<file path="config.mk">
export PLATFORM = sky130hd
export DESIGN_NAME = ps2_host_tx_flat
export DESIGN_NICKNAME = d
export VERILOG_FILES = /design/src/rtl/ps2_pkg.sv /design/src/rtl/ps2_host_tx_if.sv /design/src/rtl/ps2_sync_edge.sv /design/src/rtl/ps2_host_tx.sv /design/src/flat_wrapper.sv
export SDC_FILE = /design/constraint.sdc
export NUM_CORES = 1
export LEC_CHECK = 0
export ABC_CLOCK_PERIOD_IN_PS = 2800
export BUFFER_PORTS_ARGS = -buffer_cell sky130_fd_sc_hd__buf_4
export CORE_MARGIN = 2
export CORE_UTILIZATION = 25
export DETAILED_ROUTE_END_ITERATION = 6
export GPL_TIMING_DRIVEN = 1
export SLEW_MARGIN = 0
export SYNTH_ARGS = -nofsm -noshare
export SYNTH_HDL_FRONTEND = slang
export SYNTH_SLANG_ARGS = --single-unit
</file>
<file path="constraint.sdc">
create_clock -name app_clk -period 2.8 [get_ports app_clk]
set_input_delay 0 -clock app_clk [delete_from_list [all_inputs] [get_ports app_clk]]
set_output_delay 0 -clock app_clk [all_outputs]
set_load 0.05 [all_outputs]
</file>
<file path="src/rtl/ps2_pkg.sv">
// rtl/ps2_pkg.sv - shared constants, state encoding and frame builder for the PS/2 host transmitter
package ps2_pkg;

   localparam int FRAME_LEN          = 11;
   localparam int INHIBIT_CYCLES_DEF = 5000;
   localparam int TIMEOUT_CYCLES_DEF = 750000;

   typedef logic [2:0] state_t;

   localparam state_t ST_IDLE      = 3'd0;
   localparam state_t ST_INHIBIT   = 3'd1;
   localparam state_t ST_REQ       = 3'd2;
   localparam state_t ST_SEND      = 3'd3;
   localparam state_t ST_ACK       = 3'd4;
   localparam state_t ST_WAIT_IDLE = 3'd5;
   localparam state_t ST_DONE      = 3'd6;

   // Bit 0 goes on the wire first: start, data LSB-first, odd parity, stop.
   function automatic logic [FRAME_LEN-1:0] build_frame(input logic [7:0] data);
      return {1'b1, ~^data, data, 1'b0};
   endfunction

endpackage

</file>
<file path="src/rtl/ps2_host_tx_if.sv">
// rtl/ps2_host_tx_if.sv - command handshake and open-drain pad bundle for the PS/2 host transmitter
interface ps2_host_tx_if;

   logic       ps2_clk_in;
   logic       ps2_data_in;
   logic       ps2_clk_oe;
   logic       ps2_data_oe;
   logic       tx_valid;
   logic [7:0] tx_data;
   logic       tx_ready;
   logic       tx_busy;
   logic       tx_done;
   logic       tx_err;

   modport master (
      output ps2_clk_in, ps2_data_in, tx_valid, tx_data,
      input  ps2_clk_oe, ps2_data_oe, tx_ready, tx_busy, tx_done, tx_err
   );

   modport slave (
      input  ps2_clk_in, ps2_data_in, tx_valid, tx_data,
      output ps2_clk_oe, ps2_data_oe, tx_ready, tx_busy, tx_done, tx_err
   );

endinterface

</file>
<file path="src/rtl/ps2_sync_edge.sv">
// rtl/ps2_sync_edge.sv - two-flop pad synchronizer with PS/2 clock falling-edge detect
module ps2_sync_edge (
   input  logic clk_i,
   input  logic rst_ni,
   input  logic ps2_clk_i,
   input  logic ps2_data_i,
   output logic clk_sync_o,
   output logic data_sync_o,
   output logic clk_fall_o
);

   logic [1:0] clk_sync_q;
   logic [1:0] clk_sync_d;
   logic [1:0] data_sync_q;
   logic [1:0] data_sync_d;
   logic       clk_prev_q;
   logic       clk_prev_d;

   assign clk_sync_d  = {clk_sync_q[0], ps2_clk_i};
   assign data_sync_d = {data_sync_q[0], ps2_data_i};
   assign clk_prev_d  = clk_sync_q[1];

   // Idle bus level is high, so reset to 1 to avoid a false edge on reset exit.
   always_ff @(posedge clk_i or negedge rst_ni) begin
      if (!rst_ni) begin
         clk_sync_q  <= 2'b11;
         data_sync_q <= 2'b11;
         clk_prev_q  <= 1'b1;
      end else begin
         clk_sync_q  <= clk_sync_d;
         data_sync_q <= data_sync_d;
         clk_prev_q  <= clk_prev_d;
      end
   end

   assign clk_sync_o  = clk_sync_q[1];
   assign data_sync_o = data_sync_q[1];
   assign clk_fall_o  = clk_prev_q & ~clk_sync_q[1];

endmodule

</file>
<file path="src/rtl/ps2_host_tx.sv">
// rtl/ps2_host_tx.sv - PS/2 host-to-device transmitter: inhibit, request-to-send, 11-bit frame, ack
module ps2_host_tx
   import ps2_pkg::*;
#(
   parameter int INHIBIT_CYCLES = INHIBIT_CYCLES_DEF,
   parameter int TIMEOUT_CYCLES = TIMEOUT_CYCLES_DEF
) (
   input  logic         app_clk,
   input  logic         app_arst_n,
   ps2_host_tx_if.slave bus
);

   localparam int CNT_MAX = (INHIBIT_CYCLES > TIMEOUT_CYCLES) ? INHIBIT_CYCLES : TIMEOUT_CYCLES;
   localparam int CNT_W   = $clog2(CNT_MAX);

   localparam logic [CNT_W-1:0] INH_LAST = CNT_W'(INHIBIT_CYCLES - 1);
   localparam logic [CNT_W-1:0] TO_LAST  = CNT_W'(TIMEOUT_CYCLES - 1);
   localparam logic [3:0]       LAST_BIT = 4'(FRAME_LEN - 2);

   state_t               state_q, state_d;
   logic [FRAME_LEN-1:0] shift_q, shift_d;
   logic [3:0]           bit_cnt_q, bit_cnt_d;
   logic [CNT_W-1:0]     cnt_q, cnt_d;
   logic                 ack_ok_q, ack_ok_d;
   logic                 err_q, err_d;

   logic clk_sync;
   logic data_sync;
   logic clk_fall;
   logic tmo;

   ps2_sync_edge u_sync (
      .clk_i       (app_clk),
      .rst_ni      (app_arst_n),
      .ps2_clk_i   (bus.ps2_clk_in),
      .ps2_data_i  (bus.ps2_data_in),
      .clk_sync_o  (clk_sync),
      .data_sync_o (data_sync),
      .clk_fall_o  (clk_fall)
   );

   assign tmo = (cnt_q == TO_LAST);

   always_comb begin
      state_d   = state_q;
      shift_d   = shift_q;
      bit_cnt_d = bit_cnt_q;
      cnt_d     = cnt_q;
      ack_ok_d  = ack_ok_q;
      err_d     = err_q;
      case (state_q)
         ST_IDLE: begin
            if (bus.tx_valid) begin
               state_d   = ST_INHIBIT;
               shift_d   = build_frame(bus.tx_data);
               bit_cnt_d = 4'd0;
               cnt_d     = '0;
               ack_ok_d  = 1'b0;
            end
         end
         ST_INHIBIT: begin
            if (cnt_q == INH_LAST) begin
               state_d = ST_REQ;
            end else begin
               cnt_d = cnt_q + 1'b1;
            end
         end
         ST_REQ: begin
            cnt_d   = '0;
            state_d = ST_SEND;
         end
         ST_SEND, ST_ACK, ST_WAIT_IDLE: begin
            cnt_d = cnt_q + 1'b1;
            // Terminal count beats a coincident falling edge.
            if (tmo) begin
               state_d = ST_DONE;
               err_d   = 1'b1;
            end else if (state_q == ST_SEND) begin
               if (clk_fall) begin
                  shift_d   = {1'b1, shift_q[FRAME_LEN-1:1]};
                  bit_cnt_d = bit_cnt_q + 4'd1;
                  if (bit_cnt_q == LAST_BIT) begin
                     state_d = ST_ACK;
                  end
               end
            end else if (state_q == ST_ACK) begin
               if (clk_fall) begin
                  ack_ok_d = ~data_sync;
                  state_d  = ST_WAIT_IDLE;
               end
            end else if (clk_sync && data_sync) begin
               state_d = ST_DONE;
               err_d   = ~ack_ok_q;
            end
         end
         ST_DONE: begin
            state_d = ST_IDLE;
         end
         default: begin
            state_d = ST_IDLE;
         end
      endcase
   end

   always_ff @(posedge app_clk or negedge app_arst_n) begin
      if (!app_arst_n) begin
         state_q   <= ST_IDLE;
         shift_q   <= '1;
         bit_cnt_q <= 4'd0;
         cnt_q     <= '0;
         ack_ok_q  <= 1'b0;
         err_q     <= 1'b0;
      end else begin
         state_q   <= state_d;
         shift_q   <= shift_d;
         bit_cnt_q <= bit_cnt_d;
         cnt_q     <= cnt_d;
         ack_ok_q  <= ack_ok_d;
         err_q     <= err_d;
      end
   end

   // Line drives decode straight from state so an async reset releases the pads at once.
   assign bus.ps2_clk_oe  = (state_q == ST_INHIBIT) || (state_q == ST_REQ);
   assign bus.ps2_data_oe = (state_q == ST_REQ) || ((state_q == ST_SEND) && !shift_q[0]);
   assign bus.tx_ready    = (state_q == ST_IDLE);
   assign bus.tx_busy     = (state_q != ST_IDLE);
   assign bus.tx_done     = (state_q == ST_DONE);
   assign bus.tx_err      = err_q;

endmodule

</file>
<file path="src/flat_wrapper.sv">
// flat-port wrapper written by rule: the top's interface ports become plain ports
module ps2_host_tx_flat import ps2_pkg::*;
#(
   parameter int INHIBIT_CYCLES = INHIBIT_CYCLES_DEF,
   parameter int TIMEOUT_CYCLES = TIMEOUT_CYCLES_DEF
)
  (app_clk, app_arst_n, bus_ps2_clk_in, bus_ps2_data_in, bus_tx_valid, bus_tx_data, bus_ps2_clk_oe, bus_ps2_data_oe, bus_tx_ready, bus_tx_busy, bus_tx_done, bus_tx_err);
  ps2_host_tx_if bus_i ();
  input  logic app_clk;
  input  logic app_arst_n;
  input wire logic [$bits(bus_i.ps2_clk_in)-1:0] bus_ps2_clk_in;
  input wire logic [$bits(bus_i.ps2_data_in)-1:0] bus_ps2_data_in;
  input wire logic [$bits(bus_i.tx_valid)-1:0] bus_tx_valid;
  input wire logic [$bits(bus_i.tx_data)-1:0] bus_tx_data;
  output wire logic [$bits(bus_i.ps2_clk_oe)-1:0] bus_ps2_clk_oe;
  output wire logic [$bits(bus_i.ps2_data_oe)-1:0] bus_ps2_data_oe;
  output wire logic [$bits(bus_i.tx_ready)-1:0] bus_tx_ready;
  output wire logic [$bits(bus_i.tx_busy)-1:0] bus_tx_busy;
  output wire logic [$bits(bus_i.tx_done)-1:0] bus_tx_done;
  output wire logic [$bits(bus_i.tx_err)-1:0] bus_tx_err;
  assign bus_i.ps2_clk_in = bus_ps2_clk_in;
  assign bus_i.ps2_data_in = bus_ps2_data_in;
  assign bus_i.tx_valid = bus_tx_valid;
  assign bus_i.tx_data = bus_tx_data;
  assign bus_ps2_clk_oe = bus_i.ps2_clk_oe;
  assign bus_ps2_data_oe = bus_i.ps2_data_oe;
  assign bus_tx_ready = bus_i.tx_ready;
  assign bus_tx_busy = bus_i.tx_busy;
  assign bus_tx_done = bus_i.tx_done;
  assign bus_tx_err = bus_i.tx_err;
  ps2_host_tx #(.INHIBIT_CYCLES(INHIBIT_CYCLES), .TIMEOUT_CYCLES(TIMEOUT_CYCLES)) u_core (.app_clk(app_clk), .app_arst_n(app_arst_n), .bus(bus_i));
endmodule
</file>
* Yosys cells after proc, flatten, opt, wreduce, memory -nomap -nowiden
Index checks and enable logic that the tools add are counted. Widths: inputs -> output; s select.
Storage, ports and cells: logic and storage cells 88, output and inout bits 6, register bits 45, input port bits 13
Operators by class: bitwise operators 4, eq/ne operators 23, add/subtract/negate cells 2, muxes and demuxes 33, reduce and logical (&&, ||, !) cells 17
Operators with widths (count):
- $pmux 20 s4 | 1
- $mux 11 | 4
- $mux 20 | 2
- $mux 3 | 9
- $pmux 11 s2 | 1
- $add 20x1->20 const B | 1
- $eq 20x13->1 const B | 1
- $eq 20x20->1 const B | 1
- $mux 4 | 4
- $ne 2x1->1 const B | 6
- $pmux 3 s4 | 1
- $reduce_and 6->1 | 2
- $eq 3x3->1 const B | 3
- $mux 1 | 9
- $ne 2x2->1 const B | 4
- $ne 4x2->1 const B | 2
- $pmux 4 s2 | 1
- $reduce_xnor 8->1 | 1
- $eq 3x2->1 const B | 2
- $ne 5x1->1 const B | 1
- $reduce_and 5->1 | 1
- $add 4x1->4 const B | 1
- $eq 4x4->1 const B | 1
- $ne 4x3->1 const B | 1
- 14 further kinds | 19

* Depth between registers and ports, before layout
depth in word-level cells 7, mapped depth 7, depth with buffers taken out 7

* Cells and area by module
A second synthesis with hierarchy kept.
Unflattened totals: cells, all modules 270, area, all modules 2581.2 um2
Modules (own cells, without submodules):
- ps2_host_tx | instances 1, seq. area each 988.4 um2, area each 2436.1 um2, cells each 264
- ps2_sync_edge | instances 1, seq. area each 131.4 um2, area each 145.1 um2, cells each 6

* Least setup slack after synthesis
Ideal clock, no wire load.
path kind register to register, start point reg u_core.state_q[2], end point reg u_core.shift_q[3], period minus slack after synthesis 2.720 ns, path buffers 2, cell stages (with the launch flop) 6, arrival time 2.638 ns, path slack 0.080 ns, required time 2.718 ns, setup time 0.082 ns, path through dfrtp_1 clkbuf_2 nor3_1 a22oi_2 buf_4 mux2_2
Between the ends: elaborated cells between the ends (all ways) 12, those cells by class eq/ne (7); mux (1); reduce/logical (4)
RTL lines:
- start, declared | RTL line ps2_host_tx.sv:20 | state_t state_q, state_d;
- start signal, assigned | RTL line ps2_host_tx.sv:114 | state_q <= state_d;
- $logic_not 3->1 *
- net bus_tx_ready | RTL line flat_wrapper.sv:17 | output wire logic [$bits(bus_i.tx_ready)-1:0] bus_tx_ready;
- $ne 2x2->1 (no line) / $reduce_bool 2->1 (equally long branches)
- $reduce_and 5->1 (no line)
- end signal, assigned | RTL line ps2_host_tx.sv:115 | shift_q <= shift_d;
- end, declared | RTL line ps2_host_tx.sv:21 | logic [FRAME_LEN-1:0] shift_q, shift_d;
Mark *: on every way through the listed nets, which the timed path passes. The rest lies on a longest branch. A chain may end at the register's enable or synchronous reset.

* Worst setup path in the final report
start point reg u_core.cnt_q[0], end point reg u_core.bit_cnt_q[1]
Between the ends: cells in the longest elaborated chain, start to end 3
Ends and longest elaborated chain:
- start, declared | RTL line ps2_host_tx.sv:23 | logic [CNT_W-1:0] cnt_q, cnt_d;
- start signal, assigned | RTL line ps2_host_tx.sv:117 | cnt_q <= cnt_d;
- $eq 20x20->1 | RTL line ps2_host_tx.sv:42 | assign tmo = (cnt_q == TO_LAST);
- $ne 2x2->1 (no line)
- $reduce_and 5->1 (no line)
- end signal, assigned | RTL line ps2_host_tx.sv:116 | bit_cnt_q <= bit_cnt_d;
- end, declared | RTL line ps2_host_tx.sv:22 | logic [3:0] bit_cnt_q, bit_cnt_d;
No other way between the ends.

==> results.toml <==
[timing]
post-route-period-util_pct = 85.1
rsz0062_at_grt = "no"
slew_headroom_pct = 55.8
finalHoldViolations = 0
setup_viol_count_final = 0
tns_ns = 0
final_max_slew_viol_count = 0
timing.fmax_mhz = 420
fin_worst_skew_ns = 0.00661
fin_crit_ns = 2.38
worst_slew_pin_slew_ns = 0.663

[hold_path]
holdCritPathClass = "input port to flip-flop"

[die]
placementRows = 36
fp.dieH_um = 103
pin_count = 19
dieArea_sq_um = 10700
die_x_um = 103
coreArea_sq_um = 9680
initial_core_util_pct = 25.4

[synth]
yosysTopAreaCellShare_pct = 29.5
synth_fp_nets = 263
yosysTopAreaCell = "dfrtp_1"
yosys_most_used_dff = "dfrtp_1"
ys_warn_count = 0
syn-cell-area_sq_um = 2460
synth-edff-count = 0
ys_seq_area_share_pct = 45.5
yosysUniqueCellTypes = 53
synthArstFlopShare_pct = 100
synthCells = 247
synthTopCellsByCount = "dfrtp_1, nor2_1, xnor2_1"
synth_most_common_cell = "dfrtp_1"
synth.area.top_cells = "dfrtp_1, dfstp_2, mux2_2, xnor2_1, nor2_1"
ys_ff_latch = 44
synth_area_per_cell_sq_um = 9.96

[clock_tree]
cts_resized = 0
clock_sinks = 44
clock_tree.buffer_depth = 2
cts_tree = "built"
clock_latency_ns = 0.30
cts_made_buffers = 5
clk_pin_slew_ns = 0.09
cts_max_level = 2
cts_root_buf = "clkbuf_8"

[global_routing]
grt_usage_pct = 10.0
grt_max_degree = 45
antenna_found_initial = 0
grt_pass1_wl_mm = 8.39
overflow = 0
grt_pass1_vias = 1747

[placement]
io_buffers = 18
place_hpwl_mm = 3.52
routabilityCongestion = 0.806

[finish]
syn_to_final_growth_pct = 16.7
antenna-diode-count = 0
layout-drive-gt1-share_pct = 26.4
num-nets-final = 284

[job]
maxCapViolCount = 0

[drt]
first_iter_violations = 131
drt_pass1_iterations = 4
vias = 1862
routed_wirelength_mm = 4.86
ant_nets = 0
route.detailed.drc = 0
wl_per_cell_um = 12.1
viasPerCell = 4.63

[setup_path]
worstSetupPathType = "flip-flop to flip-flop"
ff2ff_path_depth = 7
arrival_ns = 2.57
reg2reg_from = "u_core.cnt_q[0]"
crit_fanout = 14
critPathRequiredTime_ns = 2.99
cp-end-kind = "flip-flop"
rrSetupSlack_ns = 0.42
cp-endpoint = "u_core.bit_cnt_q[1]"
crit_path_start_kind = "flip-flop"
startpoint = "u_core.cnt_q[0]"
timing.rr.end = "u_core.bit_cnt_q[1]"

[power_and_ir_drop]
p_total_mw = 2.51
vdd_drop_max_mv = 0.295
p_per_area_nw_per_um2 = 875
p_leak_nw = 1.12

[run_status]
status = "finished clean"
[power breakdown]
part	internal, mW	switching (mW)	total (mW)	leakage, nW
logic	0.427	0.572	0.999	0.510
registers	0.839	0.177	1.02	0.551
clock network	0.270	0.227	0.497	0.0591
[worst max-delay path, stage by stage (launching register included)]
cell and delay (ns):
dfrtp_1 0.42, ha_1 0.27, nand3_1 0.30, nor3_1 0.34, a21oi_1 0.19, a22oi_2 0.15
buf_4 0.24, mux2_2 0.36
[layout make-up]
class / instances / area (sq um)
well taps: 133 / 166
repair buffers: 24 / 190
flip-flops and latches: 44 / 1120
clock inverters: 3 / 45.0
multi-input cells: 181 / 1240
fillers: 995 / 6810
inverters: 12 / 45.0
clock buffers: 5 / 68.8
[sequential cells by signal, summed over array words and instances (netlist names)]
register,count
u_core.ack_ok_q,1
u_core.bit_cnt_q,4
u_core.bus.tx_err,1
u_core.cnt_q,20
u_core.shift_q,10
u_core.state_q,3
u_core.u_sync.clk_prev_q,1
u_core.u_sync.clk_sync_q,2
u_core.u_sync.data_sync_q,2
[stage by stage]
step                      instances  hold slack (ns)  setup WS, ns  instance area (sq um)  utilization (%)
after floorplan                 247           -0.296        0.0803                   2460                -
after global placement          390           0.0313         0.579                   2720             28.1
after detailed placement        390           0.0335         0.449                   2720             28.1
after CTS                       402           0.0652         0.444                   2870             29.7
after global routing            402           0.0648         0.269                   2870             29.7
final                           402           0.0763         0.418                   2870             29.7
[routing by layer]
metal	global-route usage [%]	part of all wire [%]
met5	0	0
met4	3.64	1.8
met2	16.0	47
met3	2.08	3.5
met1	13.4	48
[layout by cell type (no fill, tap or decap), types with 3 or more instances in the layout]
cell,Yosys,routed
nand4_1,6,6
dfrtp_1,29,29
a21oi_1,4,4
nor3_1,13,13
xnor2_1,20,20
clkbuf_8,0,5
o22a_1,3,3
nand3_1,8,8
o21ai_0,9,9
nor4_1,8,8
or4_1,3,3
inv_1,12,12
ha_1,3,3
nand2_1,19,19
dlygate4sd3_1,0,4
dfstp_2,15,15
nand2b_1,3,3
buf_4,3,20
mux2_2,18,18
nor2_1,25,25
[how the worst min path moves through the flow]
| stage | start | to | slack (ns) | cells after the start |
|---|---|---|---|---|
| final | bus_tx_data[5] | u_core.shift_q[6] | 0.08 | 3 |
| after floorplan | app_arst_n | u_core.ack_ok_q | -0.30 | 0 |
| after global routing | bus_tx_data[5] | u_core.shift_q[6] | 0.06 | 3 |
| after detailed placement | app_arst_n | u_core.cnt_q[12] | 0.03 | 1 |
| after CTS | bus_tx_data[5] | u_core.shift_q[6] | 0.07 | 3 |
| after global placement | app_arst_n | u_core.cnt_q[11] | 0.03 | 1 |
[timing repair]
item / in CTS / in global routing
hold buffers: 4 / 0
hold endpoints to repair: 32 / 0
buffers inserted: 0 / 0
[kinds of logic after synthesis]
logic type / count (synthesis) / share of synthesized area, %
simple gates: 102 / 21.8
fa+ha+maj: 3 / 1.53
compound gates: 36 / 10.8
flops: 44 / 45.5
buf+inv: 22 / 4.27
xor+xnor: 21 / 7.47
mux: 19 / 8.64
No activity file was read; power rests on OpenSTA's default activity.
